### config.mk
export PLATFORM = sky130hd
export DESIGN_NAME = bennett_phase_sequencer
export DESIGN_NICKNAME = d
export VERILOG_FILES = /design/src/rtl/bennett_phase_sequencer.sv
export SDC_FILE = /design/constraint.sdc
export NUM_CORES = 1
export LEC_CHECK = 0
export ABC_AREA = 1
export ABC_CLOCK_PERIOD_IN_PS = 1800
export BUFFER_PORTS_ARGS = -buffer_cell sky130_fd_sc_hd__buf_2
export CORE_ASPECT_RATIO = 0.9
export CORE_UTILIZATION = 54
export DETAILED_ROUTE_END_ITERATION = 16
export GPL_ROUTABILITY_DRIVEN = 0
export PLACE_DENSITY = 0.79
export REMOVE_ABC_BUFFERS = 1
export SLEW_MARGIN = 40
export SYNTH_ARGS = -nofsm -noshare
export SYNTH_HDL_FRONTEND = slang
export SYNTH_SLANG_ARGS = --single-unit
### constraint.sdc
create_clock -name clk -period 1.8 [get_ports clk]
set_input_delay 0.36 -clock clk [delete_from_list [all_inputs] [get_ports clk]]
set_output_delay 0.36 -clock clk [all_outputs]
set_load 0.01 [all_outputs]
### src/rtl/bennett_phase_sequencer.sv
// Multi-phase Bennett clock generator: ramps WIDTH phase clocks up, dwells at the peak, ramps down.
// Optional feature macro BENNETT_SEQ_STALL_EN lets the stall input freeze the sequencer.
module bennett_phase_sequencer #(
  parameter int unsigned WIDTH        = 13,
  parameter int unsigned STEP_CYCLES  = 1,
  parameter int unsigned DWELL_CYCLES = 1
) (
  input  logic                       clk,
  input  logic                       reset,
  input  logic                       start,
  input  logic                       continuous,
  input  logic                       stall,
  output logic [WIDTH-1:0]           clkp,
  output logic [WIDTH-1:0]           clkn,
  output logic                       busy,
  output logic                       peak_flag,
  output logic                       inst_flag,
  output logic [$clog2(WIDTH+1)-1:0] phase_idx
);
  localparam int unsigned PW   = $clog2(WIDTH + 1);
  localparam int unsigned MAXC = (STEP_CYCLES > DWELL_CYCLES) ? STEP_CYCLES : DWELL_CYCLES;
  localparam int unsigned CW   = (MAXC > 1) ? $clog2(MAXC) : 1;

  localparam logic [CW-1:0] STEP_LAST  = CW'(STEP_CYCLES - 1);
  localparam logic [CW-1:0] DWELL_LAST = CW'(DWELL_CYCLES - 1);
  localparam logic [PW-1:0] TOP_LEVEL  = PW'(WIDTH - 1);
  localparam logic [PW-1:0] ONE_LEVEL  = PW'(1);

  if (WIDTH < 2) begin : g_bad_width
    $error("bennett_phase_sequencer: WIDTH must be >= 2");
  end
  if (STEP_CYCLES < 1) begin : g_bad_step
    $error("bennett_phase_sequencer: STEP_CYCLES must be >= 1");
  end
  if (DWELL_CYCLES < 1) begin : g_bad_dwell
    $error("bennett_phase_sequencer: DWELL_CYCLES must be >= 1");
  end

  typedef enum logic [1:0] {IDLE, RAMP_UP, DWELL, RAMP_DOWN} state_t;

  state_t        state;
  logic [CW-1:0] cnt;
  logic          hold;

`ifdef BENNETT_SEQ_STALL_EN
  assign hold = stall;
`else
  logic stall_unused;
  assign hold         = 1'b0;
  assign stall_unused = stall;
`endif

  // clkn is shifted alongside clkp so it stays registered rather than decoded.
  always_ff @(posedge clk or posedge reset) begin
    if (reset) begin
      state     <= IDLE;
      cnt       <= '0;
      clkp      <= '0;
      clkn      <= '1;
      busy      <= 1'b0;
      peak_flag <= 1'b0;
      inst_flag <= 1'b0;
      phase_idx <= '0;
    end else begin
      peak_flag <= 1'b0;
      inst_flag <= 1'b0;
      if (!hold) begin
        case (state)
          IDLE: begin
            if (start || continuous) begin
              state     <= RAMP_UP;
              cnt       <= '0;
              clkp      <= {{(WIDTH-1){1'b0}}, 1'b1};
              clkn      <= {{(WIDTH-1){1'b1}}, 1'b0};
              busy      <= 1'b1;
              phase_idx <= ONE_LEVEL;
            end
          end
          RAMP_UP: begin
            if (cnt == STEP_LAST) begin
              cnt       <= '0;
              clkp      <= {clkp[WIDTH-2:0], 1'b1};
              clkn      <= {clkn[WIDTH-2:0], 1'b0};
              phase_idx <= phase_idx + PW'(1);
              if (phase_idx == TOP_LEVEL) begin
                state     <= DWELL;
                peak_flag <= 1'b1;
              end
            end else begin
              cnt <= cnt + CW'(1);
            end
          end
          DWELL: begin
            if (cnt == DWELL_LAST) begin
              cnt       <= '0;
              clkp      <= {1'b0, clkp[WIDTH-1:1]};
              clkn      <= {1'b1, clkn[WIDTH-1:1]};
              phase_idx <= phase_idx - PW'(1);
              state     <= RAMP_DOWN;
            end else begin
              cnt <= cnt + CW'(1);
            end
          end
          RAMP_DOWN: begin
            if (cnt == STEP_LAST) begin
              cnt       <= '0;
              clkp      <= {1'b0, clkp[WIDTH-1:1]};
              clkn      <= {1'b1, clkn[WIDTH-1:1]};
              phase_idx <= phase_idx - PW'(1);
              if (phase_idx == ONE_LEVEL) begin
                state     <= IDLE;
                busy      <= 1'b0;
                inst_flag <= 1'b1;
              end
            end else begin
              cnt <= cnt + CW'(1);
            end
          end
          default: state <= IDLE;
        endcase
      end
    end
  end

endmodule

==> flow_summary.json <==
{
  "status": "finished clean",
  "crit_fanout": 18,
  "yosysMostFrequentCell": "nand2_1",
  "die_height_um": 57.78,
  "fin_util": 0.6735,
  "cts-hold-fix-buffers": 0,
  "cts_setup_buffers": 0,
  "cp.required_ns": 1.97,
  "critPathCaptureType": "flop",
  "grt_usage": 0.2460,
  "fmax_mhz": 644.5,
  "htreeDepth": 2,
  "ios": 38,
  "grt_antenna_before_repair": 0,
  "ys_async_sr_fraction": 1.000,
  "cts_sinks": 35,
  "final.min_clock_period_ns": 1.552,
  "arrival_ns": 1.72,
  "rsz0062_at_grt": "no",
  "synth_edf_count": 0,
  "ant_nets": 0,
  "synthFlopType": "dfrtp_1",
  "worst_pin_slew_ns": 0.4440,
  "cp_cell_sequence": "inv_1, ha_1, nand2_4, nand2_4, inv_2, nand2_1, o21ai_0",
  "finalSetupViolCount": 0,
  "criticalPathCategory": "flop to flop",
  "drv_slew": 0,
  "synth_common_cells": "nand2_1, inv_1, dfrtp_1",
  "dpl.hpwl_um": 2707,
  "cts_tree": "done",
  "cts_inserted_buffers": 5,
  "post_drt_via_cell_ratio": 5.336,
  "drv_cap": 0,
  "synth-seq-area-share": 0.4779,
  "hold_violations": 0,
  "cts_resized": 0,
  "crit_family": "simple AND/OR/NAND/NOR gates",
  "drive_gt1_frac": 0.2846,
  "num_vias": 1574,
  "die_area_um2": 3696,
  "period_share": 0.8620,
  "clock_path_buffers": 2,
  "clkTransAtPathRegs_ns": 0.07,
  "leakagePower_nw": 1.072,
  "diodes": 0,
  "cts_root_buffer": "clkbuf_8",
  "vdd_drop_max_v": 0.001084,
  "nets": 266,
  "hold_ws_ns": 0.1576,
  "wl_per_cell_um": 13.55,
  "io_buffers": 36,
  "drc": 0,
  "routed_wl_um": 3997,
  "hp-class": "primary input to asynchronous set/reset pin",
  "synth_seq_cells": 35,
  "synth_area_um2": 1867,
  "drt_first_pass_iters": 4,
  "ys_types": 24,
  "cp_common_cell": "nand2_4",
  "path_buf_inv": 2,
  "grt_overflow": 0,
  "grt_max_degree": 36,
  "drt-initial-drc-count": 96,
  "grt_pass1_vias": 1428,
  "rows": 19,
  "critPathLaunchType": "flop",
  "core_area_um2": 3162,
  "ys.warnings.count": 0,
  "max_stage_delay_ns": 0.38,
  "finalClockSkew_ns": 0.007318,
  "synth_cells": 213,
  "clkLatencyLatePin_ns": 0.29,
  "synth_top_area_frac": 0.2949,
  "syn_avg_cell_area_um2": 8.764,
  "die_width_um": 63.98,
  "slew_headroom": 0.7040,
  "grt_pass1_wl_um": 6720,
  "yosysTopAreaCell": "dfrtp_1",
  "initial_core_util": 0.5904,
  "power.density_nw_per_um2": 1802,
  "areaGrowthSynthToFinish_pct": 14.07,
  "ys_top_cells_by_area": "dfrtp_1, dfstp_2, nand2_1",
  "critical-path-slowest-cell": "dfrtp_1"
}
[worst paths after layout]
path / endpoint / slack [ns] / startpoint / cells past startpoint
min in group clk: phase_idx[1] / 0.44 / start / 4
max in group asynchronous: clkn[11] / 1.29 / reset / 3
hold / removal: clkp[10] / 0.16 / reset / 3
hold reg to reg: clkn[3] / 0.50 / clkn[2] / 2
setup / recovery: phase_idx[2] / 0.25 / state[1] / 7
setup reg to reg: phase_idx[2] / 0.25 / state[1] / 7
[cell usage in the layout (no fill, tap or decap), drive strengths merged]
master | netlist | routed
buf | 10 | 42
nand2 | 41 | 41
inv | 27 | 27
o21ai | 24 | 24
dfrtp | 22 | 22
nor2 | 22 | 22
dfstp | 13 | 13
nand3 | 12 | 12
a22oi | 10 | 10
a21oi | 9 | 9
ha | 9 | 9
o22ai | 8 | 8
clkbuf | 0 | 8
a31oi | 4 | 4
nand4 | 1 | 1
nor3 | 1 | 1
[flip-flops by register name, indices dropped and copies added (netlist names)]
register,flops
clkn,13
clkp,13
phase_idx,4
state,2
busy,1
inst_flag,1
peak_flag,1
[power breakdown]
| part | leakage, nW | switching (W) | total [W] | internal, W |
|---|---|---|---|---|
| sequential | 0.428 | 0.000223 | 0.00138 | 0.00116 |
| combinational | 0.605 | 0.00122 | 0.00191 | 0.000689 |
| clock | 0.0395 | 0.000268 | 0.000542 | 0.000275 |
[worst register-to-register path, cell delays in order (launching register included)]
cell	delay [ns]
dfrtp_1	0.38
inv_1	0.18
ha_1	0.25
nand2_4	0.12
nand2_4	0.21
inv_2	0.15
nand2_1	0.09
o21ai_0	0.07
[cells by family after synthesis]
logic type      count (synthesis)  share of synthesized area
simple gates                   77                     0.1863
compound gates                 55                     0.1689
buf+inv                        37                     0.1066
flops                          35                     0.4779
fa+ha+maj                       9                    0.06032
[per-stage QoR]
stage	total power, W	setup TNS [ns]	area (um^2)	instances	worst slack [ns]
floorplan	0.002663	-0.004029	1772	203	-0.004029
global placement	0.003246	0	2049	287	0.2890
detailed placement	0.003304	0	2049	287	0.2536
CTS	0.003864	0	2130	295	0.2371
global route	0.004176	0	2130	295	0.1433
finish	0.003837	0	2130	295	0.2484
[layer usage]
layer / GRT usage / part of all wire
met1: 0.3329 / 0.47
met2: 0.3632 / 0.45
met3: 0.07283 / 0.065
met4: 0.1201 / 0.021
met5: 0 / 0
[cell type report]
cell class,count,area (um^2)
Fill cell,273,1032
Sequential cell,35,892.1
Multi-Input combinational cell,141,775.7
Timing Repair Buffer,42,225.2
Inverter,27,103.9
Clock buffer,8,80.08
Tap cell,42,52.55
Power figures use the tool's default switching activity.
